===== src/rtl/piano_voice_sched.sv =====
// piano_voice_sched
// -----------------
// Shares one external 8-bit waveform ROM among up to 8 key voices. Every
// sample_tick starts a frame: the pressed-key chord is latched, voices 0..7
// are walked in order and each active voice issues one ROM read addressed by
// the top 8 bits of its phase accumulator. The returned samples are summed,
// scaled down by a power of two chosen from the active-voice count, and the
// result is registered on wave.
//
// Ports
//   clk          system clock, rising edge
//   rst          synchronous active-high reset
//   t[7:0]       raw key inputs, bit k = key k pressed
//   inc          packed phase increments, voice k = inc[k*PHASE_W +: PHASE_W]
//   sample_tick  one-cycle request for a new output sample
//   rom_en       ROM read strobe
//   rom_addr     ROM address
//   rom_data     ROM read data, valid the cycle after rom_en
//   wave         normalized unsigned output sample
//   sample_valid one-cycle pulse when wave updates
//   busy         high while a frame is in progress
//   overrun      sticky: a sample_tick arrived while a frame was in progress
//
// Optional feature (macro PIANO_DEBOUNCE_EN): per-key debounce; a key's
// chord bit only changes after the raw input disagreed with it on DEB_TICKS
// consecutive sample_ticks. Without the macro t is latched directly.

module piano_voice_sched #(
    parameter int PHASE_W   = 16,
    parameter int DEB_TICKS = 4
) (
    input  logic                 clk,
    input  logic                 rst,
    input  logic [7:0]           t,
    input  logic [8*PHASE_W-1:0] inc,
    input  logic                 sample_tick,
    output logic                 rom_en,
    output logic [7:0]           rom_addr,
    input  logic [7:0]           rom_data,
    output logic [7:0]           wave,
    output logic                 sample_valid,
    output logic                 busy,
    output logic                 overrun
);

    typedef enum logic [1:0] {IDLE, SCAN, FETCH, NORM} state_t;

    state_t               state;
    logic [7:0]           chord;
    logic [3:0]           cnt;
    logic [3:0]           idx;
    logic [10:0]          acc;
    logic [PHASE_W-1:0]   phase [8];
    logic [7:0]           key_vec;
    logic [PHASE_W-1:0]   inc_sel;
    logic                 issue;

    function automatic logic [3:0] popcount8(input logic [7:0] v);
        logic [3:0] c;
        c = 4'd0;
        for (int i = 0; i < 8; i++) begin
            c = c + {3'b000, v[i]};
        end
        return c;
    endfunction

    // Power-of-two normalization: shift grows with the voice count so that
    // the sum of up to 2^sh full-scale samples still fits 8 bits.
    function automatic logic [7:0] norm_wave(input logic [10:0] a, input logic [3:0] n);
        logic [7:0] w;
        case (n)
            4'd0:       w = 8'h80;
            4'd1:       w = a[7:0];
            4'd2:       w = a[8:1];
            4'd3, 4'd4: w = a[9:2];
            default:    w = a[10:3];
        endcase
        return w;
    endfunction

`ifdef PIANO_DEBOUNCE_EN
    localparam int CW = $clog2(DEB_TICKS + 1);

    logic [7:0]    deb;
    logic [CW-1:0] deb_cnt [8];
    logic [7:0]    deb_next;

    // Debounced value including this tick's update, so the chord latched on
    // the deciding tick already sees the new key state.
    always_comb begin
        deb_next = deb;
        for (int k = 0; k < 8; k++) begin
            if (t[k] != deb[k] && deb_cnt[k] == CW'(DEB_TICKS - 1)) begin
                deb_next[k] = t[k];
            end
        end
    end

    always_ff @(posedge clk) begin
        if (rst) begin
            deb <= 8'h00;
            for (int k = 0; k < 8; k++) begin
                deb_cnt[k] <= '0;
            end
        end else if (sample_tick) begin
            deb <= deb_next;
            for (int k = 0; k < 8; k++) begin
                if (t[k] != deb[k] && deb_cnt[k] != CW'(DEB_TICKS - 1)) begin
                    deb_cnt[k] <= deb_cnt[k] + CW'(1);
                end else begin
                    deb_cnt[k] <= '0;
                end
            end
        end
    end

    assign key_vec = deb_next;
`else
    assign key_vec = t;
`endif

    // Read strobe is decoded from registered state so rom_data lines up with
    // the FETCH cycle that follows an issuing SCAN cycle.
    assign issue    = (state == SCAN) && !idx[3] && chord[idx[2:0]];
    assign rom_en   = issue;
    assign rom_addr = issue ? phase[idx[2:0]][PHASE_W-1 -: 8] : 8'h00;
    assign inc_sel  = inc[idx[2:0]*PHASE_W +: PHASE_W];

    always_ff @(posedge clk) begin
        if (rst) begin
            state        <= IDLE;
            chord        <= 8'h00;
            cnt          <= 4'd0;
            idx          <= 4'd0;
            acc          <= 11'd0;
            wave         <= 8'h80;
            sample_valid <= 1'b0;
            busy         <= 1'b0;
            overrun      <= 1'b0;
            for (int k = 0; k < 8; k++) begin
                phase[k] <= '0;
            end
        end else begin
            sample_valid <= 1'b0;
            if (sample_tick && state != IDLE) begin
                overrun <= 1'b1;
            end
            case (state)
                IDLE: begin
                    if (sample_tick) begin
                        chord <= key_vec;
                        cnt   <= popcount8(key_vec);
                        acc   <= 11'd0;
                        idx   <= 4'd0;
                        busy  <= 1'b1;
                        state <= SCAN;
                        // Released keys restart at phase 0 when pressed again.
                        for (int k = 0; k < 8; k++) begin
                            if (!key_vec[k]) begin
                                phase[k] <= '0;
                            end
                        end
                    end
                end
                SCAN: begin
                    if (idx[3]) begin
                        state <= NORM;
                    end else if (chord[idx[2:0]]) begin
                        state <= FETCH;
                    end else begin
                        idx <= idx + 4'd1;
                    end
                end
                FETCH: begin
                    acc             <= acc + {3'b000, rom_data};
                    phase[idx[2:0]] <= phase[idx[2:0]] + inc_sel;
                    idx             <= idx + 4'd1;
                    state           <= SCAN;
                end
                NORM: begin
                    wave         <= norm_wave(acc, cnt);
                    sample_valid <= 1'b1;
                    busy         <= 1'b0;
                    state        <= IDLE;
                end
                default: state <= IDLE;
            endcase
        end
    end

endmodule

===== config.mk =====
export PLATFORM = sky130hd
export DESIGN_NAME = piano_voice_sched
export DESIGN_NICKNAME = d
export VERILOG_FILES = /design/src/rtl/piano_voice_sched.sv
export SDC_FILE = /design/constraint.sdc
export NUM_CORES = 1
export LEC_CHECK = 0
export BUFFER_PORTS_ARGS = -buffer_cell sky130_fd_sc_hd__buf_4
export CELL_PAD_IN_SITES_DETAIL_PLACEMENT = 1
export CELL_PAD_IN_SITES_GLOBAL_PLACEMENT = 2
export CORE_ASPECT_RATIO = 0.5
export CORE_MARGIN = 4
export CORE_UTILIZATION = 33
export DETAILED_ROUTE_END_ITERATION = 6
export HOLD_SLACK_MARGIN = 0.05
export PLACE_DENSITY_LB_ADDON = 0.25
export SYNTH_ARGS = -nofsm -noshare
export SYNTH_HDL_FRONTEND = slang
export SYNTH_SLANG_ARGS = --single-unit

===== constraint.sdc =====
create_clock -name clk -period 4.1 [get_ports clk]
set_input_delay 0.82 -clock clk [delete_from_list [all_inputs] [get_ports clk]]
set_output_delay 0.82 -clock clk [all_outputs]
set_load 0.05 [all_outputs]

---- Yosys cells after proc, flatten, opt, wreduce, memory -nomap -nowiden ----
Memory sizes are Yosys's and may differ from the RTL's. A register that Yosys moved wholly into a read port is not among the register bits.
Index checks and enable logic that the tools add are counted.
storage, ports and cells
  input bits .............................. 147
  memories ................................ 1
  bits in registers ....................... 40
  output and inout bits ................... 20
  logic and storage cells ................. 135
  memory bits (writable) .................. 128
memory list
  memory  words  width  read ports  clocked after memory_dff  wr ports  RTL line  text
  phase   8      16     1           1                         8         53        logic [PHASE_W-1:0] phase [8];
cells by class
  multiplexer cells ....................... 75
  reductions and logical operators ........ 18
  eq/ne operators ......................... 11
  add/subtract/negate cells ............... 10
  $lt $le $gt $ge ......................... 1
  shift-type cells ........................ 1
  bitwise gates (word level) .............. 8
operators with widths
  cell                                                                    number
  16-bit 2-to-1 mux                                                       9
  128-bit by 8-bit indexed part select with 16-bit output                 1
  1-bit 2-to-1 mux                                                        49
  8-bit case mux with 4 select lines                                      1
  11-bit case mux with 2 select lines                                     1
  16-bit adder                                                            1
  4-bit by 1-bit adder with 4-bit output                                  4
  16-bit OR reduction                                                     1
  4-bit 2-to-1 mux                                                        3
  4-bit case mux with 3 select lines                                      1
  11-bit by 8-bit adder with 11-bit output                                1
  11-bit 2-to-1 mux                                                       1
  2-bit AND reduction                                                     5
  3-bit 2-to-1 mux                                                        3
  4-bit by 2-bit equality test with 1-bit output (second input constant)  2
  8-bit 2-to-1 mux                                                        1
  1-bit bitwise OR                                                        8
  2-bit case mux with 4 select lines                                      1
  2-bit 2-to-1 mux                                                        3
  2-bit inequality test (second input constant)                           3
  2-bit nonzero test                                                      3
  3-bit by 1-bit adder with 4-bit output                                  1
  4-bit by 1-bit adder with 4-bit output (second input constant)          1
  2-bit equality test (second input constant)                             2
  16 further kinds                                                        18

---- Longest topological paths before layout ----
Gate-level depths: netlist (run 1).
  depth after elaboration ................. 7
  mapped depth ............................ 17
  depth with buffers taken out ............ 13

---- Worst setup path before layout (run 1) ----
OpenSTA, ideal clock, no wires.
  path type ............................... reg2reg
  from .................................... register with a tool-made name
  to ...................................... memory phase[0][14] (data pin)
  setup time .............................. 0.268 ns
  data arrival time ....................... 3.699 ns
  data required time ...................... 3.832 ns
  stages on the path, launching flop included .. 15
  setup slack ............................. 0.133 ns
  clock period less this slack ............ 3.967 ns
  path through ............................ dfxtp_1 -> buf_2 -> buf_2 -> buf_2 -> mux4_2 -> mux2_2 -> ha_1 -> inv_1 -> fa_1 -> nor2b_4 -> o31a_1 -> o2111a_2 -> o31a_1 -> a311oi_4 -> nor2_1
RTL lines
  what           RTL line
  end, declared  53

==> impl_metrics.env, run 1 <==
export IMPL_outcome="finished clean"
export IMPL_cts_path_max_buffers=2
export IMPL_yosysMostFrequentCell="nor2_1"
export IMPL_critPathLaunchType="register"
export IMPL_synth_nets=1112
export IMPL_die_height_um=131.6
export IMPL_dr_pass1_iters=5
export IMPL_via_per_inst=5.372
export IMPL_die_area_um2=33580
export IMPL_wire_per_inst_um=22.31
export IMPL_fmax_ghz=0.2651
export IMPL_critPathKind="register to register"
export IMPL_grt_pass1_vias=8815
export IMPL_grt_overflow=0
export IMPL_placed_cell_area_um2=11990
export IMPL_syn_cell_area_um2=10080
export IMPL_drc=0
export IMPL_final_nets=1287
export IMPL_syn_area_per_cell_um2=10.86
export IMPL_worstMarginPinSlew_ns=0.9234
export IMPL_grtUsageTotal=0.2035
export IMPL_crit_required_ns=4.29
export IMPL_num_rows=44
export IMPL_crit_path_max_fanout=24
export IMPL_fillers=3257
export IMPL_power_leakage_nw=4.945
export IMPL_ys_warn_count=0
export IMPL_core_area_um2=29560
export IMPL_cts_made_buffers=17
export IMPL_drive_above_1_share=0.3020
export IMPL_synth_distinct_cells=66
export IMPL_fin_setup_tns_ns=0
export IMPL_synth_area_top_cells="edfxtp_1, mux4_2, dfxtp_1"
export IMPL_setup_violations=0
export IMPL_synth_top_area_cell="edfxtp_1"
export IMPL_grt_pass1_wl_um=52160
export IMPL_period_minus_slack_ns=3.773
export IMPL_syn_to_final_growth_pct=25.32
export IMPL_power_density_nw_per_um2=372.8
export IMPL_cts_sinks=171
export IMPL_synth_main_ff_cell="edfxtp_1"
export IMPL_cts_hold_buf=0
export IMPL_hold_viol=0
export IMPL_synth_commonest_cells="nor2_1, edfxtp_1, nand2_1"
export IMPL_rsz0062_at_grt="false"
export IMPL_skew_ns=0.01092
export IMPL_antenna_found_initial=0
export IMPL_num_io_pins=167
export IMPL_worstHoldPathType="register to register"
export IMPL_cp_end_kind="register"
export IMPL_ant_nets=0
export IMPL_ys_async_sr_fraction=0
export IMPL_ys_ff_latch=171
export IMPL_finalWirelength_um=33610
export IMPL_arrival_ns=3.96
export IMPL_dp_hpwl_um=24590
export IMPL_final_cell_area_um2=12630
export IMPL_drt_iter0_markers=541
export IMPL_drv_cap=0
export IMPL_slew_violations=0
export IMPL_diodes=0
export IMPL_die_w_um=255.2
export IMPL_post_cts_buffers=0
export IMPL_synth_top_cell_area_share=0.3813
export IMPL_synth_edf_count=128
export IMPL_regArea_um2=4710
export IMPL_io_buffers=166
export IMPL_ys_seq_area_frac=0.4667
export IMPL_root_buffer="clkbuf_16"
export IMPL_cts_tree="yes"
export IMPL_cts_repair_resized=0
export IMPL_start_util=0.3410
export IMPL_ir_drop_mv=0.3068
export IMPL_clkSlewWorstSetupHoldPaths_ns=0.07
export IMPL_multi_input_area_um2=5019
export IMPL_syn_inst=928
export IMPL_vias=8095
export IMPL_h_tree_depth=4
export IMPL_grt_max_degree=35
export IMPL_gp_congestion=0.7933
export IMPL_clk_latency_ns=0.45
export IMPL_post_route_period_util=0.9201
export IMPL_maxSlewHeadroom=0.3668
[through the flow]
stage / utilization / hold slack, ns / setup WS, ns / std cells / total power, mW
CTS: 0.4273 / 0.4668 / 0.3364 / 1507 / 4.741
global placement: 0.4054 / 0.4426 / 0.2145 / 1475 / 2.920
global route: 0.4273 / 0.4949 / 0.1287 / 1507 / 4.924
finish: 0.4273 / 0.4587 / 0.3275 / 1507 / 4.709
floorplan: - / 0.4331 / 0.1334 / 928 / 2.566
detailed placement: 0.4054 / 0.4561 / 0.1402 / 1475 / 2.953
[logic make-up after synthesis]
group,synth area share
AND/OR/NAND/NOR,0.1468
AO/OA/AOI/OAI,0.1242
flip-flops,0.4667
multiplexers,0.1600
buffers and inverters,0.03550
adder cells (fa/ha/maj),0.05039
XOR/XNOR,0.01638
[area by class of cell]
| type | count | area share |
|---|---|---|
| timing repair buffer | 214 | 0.1301 |
| clock inverter | 15 | 0.01763 |
| clock buffer | 17 | 0.03367 |
| inverter | 33 | 0.009805 |
| tap | 391 | 0.03872 |
| sequential | 171 | 0.3728 |
| multi-input combinational | 666 | 0.3972 |
[layout by cell type (no fill, tap or decap), types with 4 or more instances in the layout]
cell type,instances
o22ai_1,6
inv_6,4
and2_1,5
a221o_1,7
nand2_1,89
a221oi_1,16
o21a_1,5
mux2_2,29
mux2i_1,25
buf_4,211
dfxtp_2,4
ha_1,31
o211ai_1,9
inv_8,5
a21oi_1,39
inv_1,33
o21ai_0,25
a22oi_1,14
and3_1,11
dfxtp_1,39
nor3_1,12
a211o_1,9
clkbuf_16,17
nand4_1,9
nand2b_1,7
nand3_1,6
fa_1,6
xor2_1,7
edfxtp_1,128
xnor2_1,10
or2_2,4
a211oi_1,8
nor2_1,164
mux4_2,44
nor2b_1,13
a21o_1,9
[final timing paths]
check / from / endpoint / slack (ns) / cells after the start
setup reg to reg: register / phase[0][9]$_SDFFCE_PN0P_ / 0.33 / 11
setup / recovery: register / phase[0][9]$_SDFFCE_PN0P_ / 0.33 / 11
hold reg to reg: chord[7]$_SDFFE_PP0P_ / chord[7]$_SDFFE_PP0P_ / 0.46 / 2
hold / removal: chord[7]$_SDFFE_PP0P_ / chord[7]$_SDFFE_PP0P_ / 0.46 / 2
[worst max-delay path, cell delays in order (launching register included)]
cell	delay (ns)
dfxtp_2	0.37
buf_12	0.25
mux4_2	0.55
mux2i_1	0.42
inv_1	0.09
ha_1	0.30
a211oi_1	0.38
o21ai_1	0.21
a311oi_1	0.41
xor2_1	0.25
buf_4	0.20
nor2_1	0.05
[where the power goes]
group	leakage, nW	switching, mW	internal, mW
Sequential	1.71	0.0390	1.95
Combinational	2.92	0.531	0.390
Clock	0.318	0.798	0.999
Total	4.95	1.37	3.34
[registers in the layout, indices dropped and copies added (netlist names), named ones only]
name          cells
phase           128
acc              11
chord             8
wave              8
cnt               4
idx               4
state             2
busy              1
overrun           1
sample_valid      1
[metal layers]
layer  share of wire  up-vias  GRT usage
met4           0.013        0    0.04479
met3           0.041       32    0.03851
met5               0        -          0
met2            0.50      153     0.3423
met1            0.45     4119     0.2747
li1                -     3791          -
No activity file was read; power rests on OpenSTA's default activity.
==> inputs of run 2 (changes only) <==
--- a/config.mk
+++ b/config.mk
@@ -5,7 +5,7 @@
 export SDC_FILE = /design/constraint.sdc
 export NUM_CORES = 1
 export LEC_CHECK = 0
-export BUFFER_PORTS_ARGS = -buffer_cell sky130_fd_sc_hd__buf_4
+export BUFFER_PORTS_ARGS = -buffer_cell sky130_fd_sc_hd__buf_2
 export CELL_PAD_IN_SITES_DETAIL_PLACEMENT = 1
 export CELL_PAD_IN_SITES_GLOBAL_PLACEMENT = 2
 export CORE_ASPECT_RATIO = 0.5
==> run 2 against run 1 <==
Die area is the same. Cell area shrank 3.8%. Hold slack gained 0.0014 ns. Sequential power is essentially flat. Global-route usage shrank 0.42 points. Cell count is the same. Fmax grew 1.2%. Setup slack gained 0.044 ns. Highest routed layer unchanged. Combinational power shrank 5.2%. Wire length shrank 1.6%.
==> impl_metrics.env, run 2 (synthesis gave the netlist of run 1 again) <==
export IMPL_outcome="finished clean"
export IMPL_root_buffer="clkbuf_16"
export IMPL_post_cts_buffers=0
export IMPL_via_per_inst=5.342
export IMPL_regArea_um2=4710
export IMPL_placed_cell_area_um2=11570
export IMPL_power_density_nw_per_um2=367.8
export IMPL_cts_tree="yes"
export IMPL_num_rows=44
export IMPL_layout_commonest_cell="buf_2"
export IMPL_crit_path_max_fanout=12
export IMPL_gp_congestion=0.8416
export IMPL_grt_pass1_wl_um=50960
export IMPL_grt_overflow=0
export IMPL_rsz0062_at_grt="false"
export IMPL_core_area_um2=29560
export IMPL_grtUsageTotal=0.1993
export IMPL_period_minus_slack_ns=3.729
export IMPL_drive_above_1_share=0.3020
export IMPL_cts_made_buffers=17
export IMPL_arrival_ns=3.91
export IMPL_slew_violations=0
export IMPL_critPathLaunchType="register"
export IMPL_antenna_found_initial=0
export IMPL_post_route_period_util=0.9095
export IMPL_critPathKind="register to register"
export IMPL_top_regs="phase: 128 flops, acc: 11 flops"
export IMPL_largest_register_ffs=128
export IMPL_drv_cap=0
export IMPL_finalWirelength_um=33060
export IMPL_num_io_pins=167
export IMPL_grt_max_degree=40
export IMPL_syn_to_final_growth_pct=20.50
export IMPL_dp_hpwl_um=24260
export IMPL_cp_end_kind="register"
export IMPL_cts_hold_buf=0
export IMPL_clkSlewWorstSetupHoldPaths_ns=0.07
export IMPL_cts_repair_resized=0
export IMPL_fmax_ghz=0.2682
export IMPL_vias=8051
export IMPL_maxSlewHeadroom=0.3776
export IMPL_largest_register="phase"
export IMPL_worstHoldPathType="register to register"
export IMPL_hold_viol=0
export IMPL_die_w_um=255.2
export IMPL_wire_per_inst_um=21.94
export IMPL_setup_violations=0
export IMPL_power_leakage_nw=4.782
export IMPL_final_cell_mix="buf_2, nor2_1, edfxtp_1, nand2_1, buf_4"
export IMPL_drc=0
export IMPL_die_height_um=131.6
export IMPL_ant_nets=0
export IMPL_io_buffers=166
export IMPL_h_tree_depth=4
export IMPL_fillers=3289
export IMPL_start_util=0.3410
export IMPL_multi_input_area_um2=5019
export IMPL_cts_path_max_buffers=2
export IMPL_crit_required_ns=4.28
export IMPL_ir_drop_mv=0.3005
export IMPL_drt_iter0_markers=500
export IMPL_cts_sinks=171
export IMPL_worstMarginPinSlew_ns=0.9076
export IMPL_final_nets=1287
export IMPL_clk_latency_ns=0.45
export IMPL_final_cell_area_um2=12150
export IMPL_die_area_um2=33580
export IMPL_fin_setup_tns_ns=0
export IMPL_grt_pass1_vias=8621
export IMPL_dr_pass1_iters=4
export IMPL_skew_ns=0.01279
export IMPL_diodes=0
==> run 2: cell types whose count changed in the layout (fill, tap and decap cells not counted), moves of 2 or more <==
| cell | previous run | this run |
|---|---|---|
| buf_4 | 211 | 45 |
| inv_6 | 4 | 6 |
| inv_8 | 5 | 3 |
| bufinv_16 | 3 | 0 |
| buf_2 | 0 | 166 |
| clkinv_2 | 0 | 2 |
==> run 2: cell type report <==
type,count,share of cell area
clock inverters,15,0.01257
inverters,33,0.01020
repair buffers,214,0.1011
well taps,391,0.04027
flip-flops and latches,171,0.3877
multi-input cells,666,0.4131
clock buffers,17,0.03502
==> run 2: through the flow <==
stage | worst slack, ns | utilization | hold WS, ns | total power, mW | cells
2_1_floorplan | 0.1334 | - | 0.4331 | 2.566 | 928
3_3_place_gp | 0.2254 | 0.3914 | 0.4421 | 2.871 | 1475
3_5_place_dp | 0.1814 | 0.3914 | 0.4542 | 2.907 | 1475
4_1_cts | 0.3751 | 0.4109 | 0.4639 | 4.513 | 1507
5_1_grt | 0.1244 | 0.4109 | 0.4863 | 4.682 | 1507
6_report | 0.3713 | 0.4109 | 0.4601 | 4.468 | 1507
==> run 2: layer usage <==
metal  vias to the layer above  wire (um)  global-route usage
met4                         0        427             0.03844
met3                        30       1302             0.04127
met1                      4084      15110              0.2747
li1                       3789          -                   -
met5                         -          0                   0
met2                       148      16220              0.3285
==> run 2: worst paths after layout <==
path | start | endpoint | slack, ns | cells past startpoint
worst max-delay path | idx[0]$_SDFFE_PP0P_ | phase[7][14]$_SDFFCE_PN0P_ | 0.37 | 11
worst max register to register | idx[0]$_SDFFE_PP0P_ | phase[7][14]$_SDFFCE_PN0P_ | 0.37 | 11
worst min register to register | chord[5]$_SDFFE_PP0P_ | chord[5]$_SDFFE_PP0P_ | 0.46 | 2
worst min-delay path | chord[5]$_SDFFE_PP0P_ | chord[5]$_SDFFE_PP0P_ | 0.46 | 2
==> run 2: worst max-delay path: stages, from the launching register on <==
cell,delay [ns]
dfxtp_2,0.51
inv_1,0.19
nor2_1,0.37
a21oi_1,0.13
o221ai_1,0.34
ha_1,0.34
nor2b_4,0.14
o31a_1,0.27
o2111a_2,0.30
o31a_1,0.32
a311oi_4,0.46
nor2_1,0.08
==> run 2: power breakdown <==
| part | internal (mW) | switching, mW | total [mW] |
|---|---|---|---|
| Sequential | 1.95 | 0.0387 | 1.99 |
| Combinational | 0.352 | 0.522 | 0.874 |
| Clock | 0.811 | 0.792 | 1.60 |
| Total | 3.11 | 1.35 | 4.47 |
